<file path="src/rtl/usbdev_pkg.sv">
// Shared USB device definitions: remote-wake FSM encoding and default timing,
// also used by the register block to decode the wake status field.
package usbdev_pkg;

    typedef enum logic [1:0] {
        WakeIdle     = 2'd0,
        WakeWaitIdle = 2'd1,
        WakeDriveK   = 2'd2,
        WakeWaitHost = 2'd3
    } usbdev_wake_state_e;

    // Times in microsecond ticks; suspend entry already provides 3 ms of idle.
    localparam int UsbWakeIdleUs     = 2000;
    localparam int UsbWakeDriveKUs   = 2000;
    localparam int UsbWakeHostRespUs = 20000;

endpackage

</file>
<file path="src/rtl/usbdev_remote_wake.sv">
// Device-initiated remote-wakeup sequencer: waits for bus idle, drives resume K
// for a fixed time, then waits for the host to take over resume signaling.
module usbdev_remote_wake
    import usbdev_pkg::*;
#(
    parameter int IdleUs     = UsbWakeIdleUs,
    parameter int DriveKUs   = UsbWakeDriveKUs,
    parameter int HostRespUs = UsbWakeHostRespUs,
    parameter int CntW       = 15
) (
    input  logic       clk_48mhz_i,
    input  logic       rst_ni,
    input  logic       us_tick_i,
    input  logic       wake_req_i,
    input  logic       remote_wake_en_i,
    input  logic       link_suspend_i,
    input  logic       link_disconnect_i,
    input  logic       link_active_i,
    input  logic       link_resume_i,
    input  logic       rx_idle_det_i,
    output logic       drive_k_o,
    output logic       wake_busy_o,
    output logic       wake_done_o,
    output logic       wake_err_o,
    output logic [1:0] wake_state_o
);

    localparam logic [CntW-1:0] IdleLast  = CntW'(IdleUs - 1);
    localparam logic [CntW-1:0] DriveLast = CntW'(DriveKUs - 1);
    localparam logic [CntW-1:0] HostLast  = CntW'(HostRespUs - 1);
    localparam logic [CntW-1:0] CntMax    = '1;

    usbdev_wake_state_e state_q, state_d;
    logic [CntW-1:0]    cnt_q, cnt_d;
    logic               done_q, done_d;
    logic               err_q, err_d;

    always_ff @(posedge clk_48mhz_i or negedge rst_ni) begin
        if (!rst_ni) begin
            state_q <= WakeIdle;
            cnt_q   <= '0;
            done_q  <= 1'b0;
            err_q   <= 1'b0;
        end else begin
            state_q <= state_d;
            cnt_q   <= cnt_d;
            done_q  <= done_d;
            err_q   <= err_d;
        end
    end

    // Disconnect outranks everything once a sequence is running.
    always_comb begin
        state_d = state_q;
        done_d  = 1'b0;
        err_d   = 1'b0;
        unique case (state_q)
            WakeIdle: begin
                if (wake_req_i) begin
                    if (remote_wake_en_i && link_suspend_i && !link_disconnect_i) begin
                        state_d = WakeWaitIdle;
                    end else begin
                        err_d = 1'b1;
                    end
                end
            end
            WakeWaitIdle: begin
                if (link_disconnect_i || !link_suspend_i || !rx_idle_det_i) begin
                    state_d = WakeIdle;
                    err_d   = 1'b1;
                end else if (us_tick_i && cnt_q == IdleLast) begin
                    state_d = WakeDriveK;
                end
            end
            WakeDriveK: begin
                // Our own K perturbs suspend/idle detection, so only disconnect aborts here.
                if (link_disconnect_i) begin
                    state_d = WakeIdle;
                    err_d   = 1'b1;
                end else if (us_tick_i && cnt_q == DriveLast) begin
                    state_d = WakeWaitHost;
                end
            end
            WakeWaitHost: begin
                if (link_disconnect_i) begin
                    state_d = WakeIdle;
                    err_d   = 1'b1;
                end else if (link_resume_i || link_active_i) begin
                    state_d = WakeIdle;
                    done_d  = 1'b1;
                end else if (us_tick_i && cnt_q == HostLast) begin
                    state_d = WakeIdle;
                    err_d   = 1'b1;
                end
            end
            default: state_d = WakeIdle;
        endcase
    end

    always_comb begin
        cnt_d = cnt_q;
        if (state_d != state_q) begin
            cnt_d = '0;
        end else if (us_tick_i && cnt_q != CntMax) begin
            cnt_d = cnt_q + CntW'(1);
        end
    end

    always_comb begin
        drive_k_o    = (state_q == WakeDriveK);
        wake_busy_o  = (state_q != WakeIdle);
        wake_state_o = state_q;
        wake_done_o  = done_q;
        wake_err_o   = err_q;
    end

    a_state_known: assert property (@(posedge clk_48mhz_i) disable iff (!rst_ni)
        !$isunknown(state_q));
    a_drive_k_only_in_drivek: assert property (@(posedge clk_48mhz_i) disable iff (!rst_ni)
        drive_k_o |-> (state_q == WakeDriveK));

endmodule

</file>
<file path="config.mk">
export PLATFORM = sky130hd
export DESIGN_NAME = usbdev_remote_wake
export DESIGN_NICKNAME = d
export VERILOG_FILES = /design/src/rtl/usbdev_pkg.sv /design/src/rtl/usbdev_remote_wake.sv
export SDC_FILE = /design/constraint.sdc
export NUM_CORES = 1
export LEC_CHECK = 0
export ABC_CLOCK_PERIOD_IN_PS = 2600
export BUFFER_PORTS_ARGS = -buffer_cell sky130_fd_sc_hd__buf_2
export CAP_MARGIN = 5
export CORE_AREA = 2 2 66 68
export CTS_BUF_LIST = sky130_fd_sc_hd__clkbuf_4
export DETAILED_ROUTE_END_ITERATION = 8
export DIE_AREA = 0 0 68 70
export GPL_TIMING_DRIVEN = 0
export SETUP_SLACK_MARGIN = 0.5
export SLEW_MARGIN = 5
export SYNTH_ARGS = -nofsm -noshare
export SYNTH_HDL_FRONTEND = slang
export SYNTH_SLANG_ARGS = --single-unit
export TNS_END_PERCENT = 5
</file>
<file path="constraint.sdc">
create_clock -name clk_48mhz_i -period 2.6 [get_ports clk_48mhz_i]
set_input_delay 0.39 -clock clk_48mhz_i [delete_from_list [all_inputs] [get_ports clk_48mhz_i]]
set_output_delay 0.39 -clock clk_48mhz_i [all_outputs]
set_load 0.005 [all_outputs]
</file>
==> reports/results.txt, run 1 <==
Rows - 24
Number of synthesized register bits - 19
Yosys cell types - 36
Routed wire length - 2.53 mm
Cell accounting for the most synthesized area - dfrtp_1
Met2 routed wirelength - 1.13 mm
Predominant post-synthesis flop cell - dfrtp_1
Synthesized Nets - 139
Placed cell area - 1300 sq um
Leakage - 0.617 nW
Worst EP arrival - 2.37 ns
FF-to-FF Start - cnt_q[14]
TritonCTS clock tree - done
Boundary Pins - 16
Relative slew margins - 70.5%
Cell family with most CP delay - simple AND/OR/NAND/NOR gates
Register area share after synthesis - 41.1%
Routability cong. - 0.800
Max_cap viols - 0
Worst Setup Start Kind - flip-flop
Top routing layer used - met4
Post-route ant nets - 0
# diodes - 0
Mapped Area - 1160 sq um
Share of the synthesized area in the top cell type - 41.1%
Crit path capture - cnt_q[6]
Fillers - 451
Unrepaired setup endpoints after global routing - true
CTS buffer count - 3
TritonCTS Sinks - 19
Slowest cell on crit path - or4_4
Critical Path Max Stage Delay - 0.56 ns
Crit Reg-Reg Endpoint - cnt_q[6]
Reg area - 480 sq um
Syn Inst Count - 128
Total congestion overflow - 0
Nets - 169
Peak VDD IR - 0.185 mV
Area of the multi-input gates - 636 sq um
Clock-pin slew on the worst setup and hold paths - 0.11 ns
Met3 wire length - 136 microns
FMAX - 460 MHz
Most frequent cells in the layout - nor2_1 (15), nand3_1 (15), dfrtp_1 (15), buf_2 (15), xor2_1 (11)
Post-synth EDFFs - 0
Root buf cell - clkbuf_4
Initial core utilization - 27.9%
Vias in the first global route - 885
R2R Setup Slk - 0.43 ns
Routed len/inst - 12.1 microns
Clock buffer depth - 2
Clock Skew - 0.00144 ns
Final instance area - 1420 sq um
Residual DRC - 0
Final Hold Fails - 0
Area contributors post-synth - dfrtp_1 (41%), xor2_1 (8.3%), nand3_1 (6.5%)
Global-route wire length before repair - 4.00 mm
Pin count of the biggest net entering global routing - 20
Syn-to-layout area delta - 22.9%
Avg Inst Size Synth - 9.03 sq um
Buffer and inverter count on the worst path - 2
Critical path depth - 6
Final period utilization - 83.6%
Tot GR Track Use - 11.1%
Layout Utilization - 34.3%
Final setup vio count - 0
Die ar. - 4760 sq um
Worst Setup SP - cnt_q[14]
Post-DP HPWL - 1.79 mm
Slew @ Worst Pin - 0.438 ns
I/O Buffers - 15
Core area - 4140 sq um
Die height - 70 microns
Vias - 1035
Critical path class - flip-flop to flip-flop
Worst skew pair latency - 0.30 ns
Post-DR vias/cell - 4.95
Layout cells sized above 1 - 32.5%
Run status - finished, final reports clean
Min-delay worst type - input port to asynchronous set/reset pin
Pwr/cell area - 449 nW/um^2
Die width - 68 microns
Antenna violations before repair - 0
Data required time of the worst path - 2.80 ns
Post-synthesis async set-or-reset flop share - 100%
Yosys Warn Count - 0
Fin crit period - 2.17 ns
Fin Setup TNS - 0 ns
CP max FO - 10
Pre-antenna DRT Iters - 4
H-tree depth - 1
Critical Path End Type - flip-flop
Reg2Reg Depth - 6
Met1 WL - 1.21 mm
Slew Limit Fails - 0
Drt first-iter violations - 54
Crit-path cells - or4b_1 > or4_4 > a222oi_1 > buf_4 > buf_12 > nor2_2
-- state kept, by name, indices dropped and copies added (netlist names) --
name and count:
cnt_q 15, wake_state_o 2, wake_done_o 1, wake_err_o 1
-- cells by family after synthesis --
| logic type | after synthesis | synth area share (%) |
|---|---|---|
| and+or+nand+nor | 75 | 36.3 |
| DFF | 19 | 41.1 |
| AOI/OAI and AO/OA | 14 | 8.88 |
| xor gates and xnor gates | 11 | 8.33 |
| buffers and inverters | 8 | 4.33 |
| adders and majority gates | 1 | 1.08 |
-- routing by layer --
layer | vias to the layer above | GRT usage [%]
met1 | 484 | 15.5
met5 | - | 0
met2 | 25 | 16.5
li1 | 521 | -
met3 | 5 | 1.93
met4 | 0 | 5.33
-- synth_stat cells (2+ instances only) --
cell type,count
buf_6,2
a21oi_1,4
inv_1,3
nand4b_1,2
nor2_2,10
nor2_1,15
clkbuf_1,2
and3_1,4
or4b_1,2
nand3_1,15
a311oi_1,3
dfrtp_1,19
nand4_1,4
nand2_1,8
nor2b_1,3
nor4_1,2
xor2_1,11
-- through the flow --
step / hold WS (ns) / power (mW) / instances / worst slack, ns
4_1_cts: 0.0286 / 0.643 / 205 / 0.401
2_1_floorplan: 0.0944 / 0.434 / 128 / 0.237
3_5_place_dp: 0.364 / 0.472 / 195 / -0.0637
6_report: 0.0113 / 0.638 / 209 / 0.425
5_1_grt: 0.0423 / 0.672 / 209 / 0.335
3_3_place_gp: 0.358 / 0.471 / 195 / -0.0487
-- power by group --
part	total, mW	internal, mW	switching (mW)	leakage, nW
clock network	0.163	0.0703	0.0927	0.0184
logic	0.118	0.0576	0.0602	0.348
registers	0.357	0.324	0.0332	0.251
-- worst min path at each step --
stage	cells past startpoint	end	slack (ns)	startpoint
global route	1	wake_err_o	0.04	rst_ni
global placement	1	wake_done_o	0.36	rst_ni
finish	1	wake_state_o[0]	0.01	rst_ni
detailed placement	1	wake_state_o[0]	0.36	rst_ni
floorplan	0	cnt_q[0]	0.09	rst_ni
CTS	1	wake_state_o[0]	0.03	rst_ni
-- final cells by class --
type | instances | share of cell area (%)
repair buffers | 25 | 10.6
multi-input cells | 101 | 44.7
plain buffers | 5 | 3.43
inverters | 3 | 0.792
clock buffers | 4 | 2.11
well taps | 52 | 4.58
flip-flops and latches | 19 | 33.8
-- worst register-to-register path: cells and delay by family (launching register included) --
family	cells	cell delay, ns
and+or+nand+nor	3	1.11
DFF	1	0.40
AOI/OAI and AO/OA	1	0.23
buffers and inverters	2	0.33
-- what timing repair did --
| action | in CTS | in global routing |
|---|---|---|
| buffers inserted | 6 | 4 |
| gates resized for setup | 5 | 3 |
| pin swaps | 1 | 1 |
| hold buffers | 0 | 0 |
| setup endpoints to repair | 15 | 15 |
Power figures use the tool's default switching activity.
==> run 2, diff against run 1 <==
--- a/config.mk
+++ b/config.mk
@@ -5,7 +5,7 @@
 export SDC_FILE = /design/constraint.sdc
 export NUM_CORES = 1
 export LEC_CHECK = 0
-export ABC_CLOCK_PERIOD_IN_PS = 2600
+export ABC_CLOCK_PERIOD_IN_PS = 2100
 export BUFFER_PORTS_ARGS = -buffer_cell sky130_fd_sc_hd__buf_2
 export CAP_MARGIN = 5
 export CORE_AREA = 2 2 66 68
==> constraint.sdc (replaced) <==
create_clock -name clk_48mhz_i -period 2.1 [get_ports clk_48mhz_i]
set_input_delay 0.315 -clock clk_48mhz_i [delete_from_list [all_inputs] [get_ports clk_48mhz_i]]
set_output_delay 0.315 -clock clk_48mhz_i [all_outputs]
set_load 0.005 [all_outputs]
==> run 2 against run 1 <==
The run now ends with negative setup slack left. Sequential share of layout area rose by 0.45 points. Die area unchanged. Critical endpoint unchanged. Global-route usage increased by 0.065 points. Final cell count fell by 1.4%. Highest routed layer unchanged. Clock power up 25%. Hold slack better by 0.21 ns. Maximum frequency up 0.15%. First-iteration DRC count grew 20%.
==> reports/results.txt, run 2 (same netlist as run 1, synthesis figures left out) <==
Antenna violations before repair - 0
Nets - 166
Post-route ant nets - 0
Switching Share - 29.2%
Routability cong. - 0.800
Die ar. - 4760 sq um
I/O Buffers - 15
Fin Setup TNS - -0.840 ns
CTS buffer count - 3
Unrepaired setup endpoints after global routing - true
TritonCTS Sinks - 19
Die width - 68 microns
Max_cap viols - 0
Data required time of the worst path - 2.30 ns
Rows - 24
Critical path class - flip-flop to flip-flop
Layout cells sized above 1 - 31.2%
# diodes - 0
Routed len/inst - 12.0 microns
Drt first-iter violations - 65
Pre-antenna DRT Iters - 4
Layout Utilization - 33.8%
PnR worst setup slack - -0.0714 ns
TritonCTS clock tree - done
Critical Path Max Stage Delay - 0.55 ns
P_sw - 232 uW
Clock buffer depth - 2
FMAX - 461 MHz
H-tree depth - 1
Largest register FFs - 15
Leakage - 0.599 nW
Most frequent cells in the layout - buf_2 (16), dfrtp_1 (16), nand3_1 (15)
Peak VDD IR - 0.228 mV
Die height - 70 microns
Final Hold Fails - 0
Vias in the first global route - 893
Routed wire length - 2.48 mm
Worst Setup Start Kind - flip-flop
Worst EP arrival - 2.37 ns
Post-DR vias/cell - 4.95
Root buf cell - clkbuf_4
Tot GR Track Use - 11.2%
Inst Count DP - 195
Core area - 4140 sq um
Final period utilization - 103%
Run status - finished, violations left
Relative slew margins - 70.3%
R2R Setup Slk - -0.07 ns
Pin count of the biggest net entering global routing - 20
Slew Limit Fails - 0
Total congestion overflow - 0
Clock Skew - 0.00259 ns
Pwr/cell area - 566 nW/um^2
Violated checks - negative setup slack
Residual DRC - 0
Part of the power in combinational logic - 18.6%
Most flops, register - cnt_q
Crit-path cells - or4b_1 > or4_4 > a222oi_1 > buf_4 > buf_12 > nor2_2
Slew @ Worst Pin - 0.441 ns
Clk pwr share - 25.6%
Syn-to-layout area delta - 21.0%
Critical Path End Type - flip-flop
Final setup vio count - 15
Fin crit period - 2.17 ns
Boundary Pins - 16
Global-route wire length before repair - 4.02 mm
Min-delay worst type - input port to flip-flop
Clock-pin slew on the worst setup and hold paths - 0.11 ns
Flop pwr share - 55.8%
Initial core utilization - 27.9%
Finished Layout Cells - 206
Int Power - 560 uW
Worst skew pair latency - 0.30 ns
CP max FO - 10
Vias - 1019
Slowest cell on crit path - or4b_1
Post-DP HPWL - 1.79 mm
## run 2: worst max-delay path, delay by kind of cell (launching register included)
| kind | cells | cell delay [ns] |
|---|---|---|
| compound gates | 1 | 0.23 |
| flops | 1 | 0.45 |
| simple gates | 3 | 1.05 |
| buf+inv | 2 | 0.33 |
## run 2: power groups by stage
stage	registers, mW	clock network, mW	logic, mW
global placement	0.450	0	0.133
CTS	0.441	0.207	0.149
floorplan	0.441	0	0.0968
finish	0.442	0.203	0.147
detailed placement	0.449	0	0.135
global route	0.448	0.221	0.165
## run 2: path summary, 6_finish.rpt
| check | startpoint | endpoint | cells after the start |
|---|---|---|---|
| max | cnt_q[13] | cnt_q[6] | 6 |
| min | link_disconnect_i | wake_state_o[1] | 2 |
| max reg2reg | cnt_q[13] | cnt_q[6] | 6 |
| min reg2reg | cnt_q[10] | cnt_q[10] | 1 |
| max in group asynchronous | rst_ni | cnt_q[12] | 2 |
| min in group asynchronous | rst_ni | wake_state_o[1] | 2 |
## run 2: stage by stage
stage	power, mW	worst slack [ns]	area, sq um	hold slack (ns)
4_1_cts	0.797	-0.0984	1400	0.220
2_1_floorplan	0.538	-0.263	1160	0.0194
3_5_place_dp	0.585	-0.564	1300	0.289
5_1_grt	0.834	-0.163	1400	0.211
3_3_place_gp	0.583	-0.549	1300	0.283
6_report	0.792	-0.0714	1400	0.222
## run 2: repair_timing
action                                  CTS  global route
hold buffers                              1             0
pin swaps                                 7             2
endpoints found under the setup margin   20            19
resized for setup                         8             3
cloned                                    0             0
endpoints found under the hold margin    19             0
buffers inserted                          6             0
## run 2: routing by layer
layer / vias to the layer above / GRT usage (%) / part of all wire [%]
met3: 5 / 2.42 / 5.9
met2: 21 / 16.6 / 43
met5: - / 0 / 0
met1: 478 / 15.3 / 49
li1: 515 / - / -
met4: 0 / 5.33 / 1.9
## run 2: layout make-up
cell class / count / area, sq um
Fill cell: 454 / 2750
Buffer: 5 / 45.0
Sequential cell: 19 / 479
Clock buffer: 4 / 30.0
Timing Repair Buffer: 22 / 130
Multi-Input combinational cell: 101 / 638
Tap cell: 52 / 65.1
Inverter: 3 / 11.3
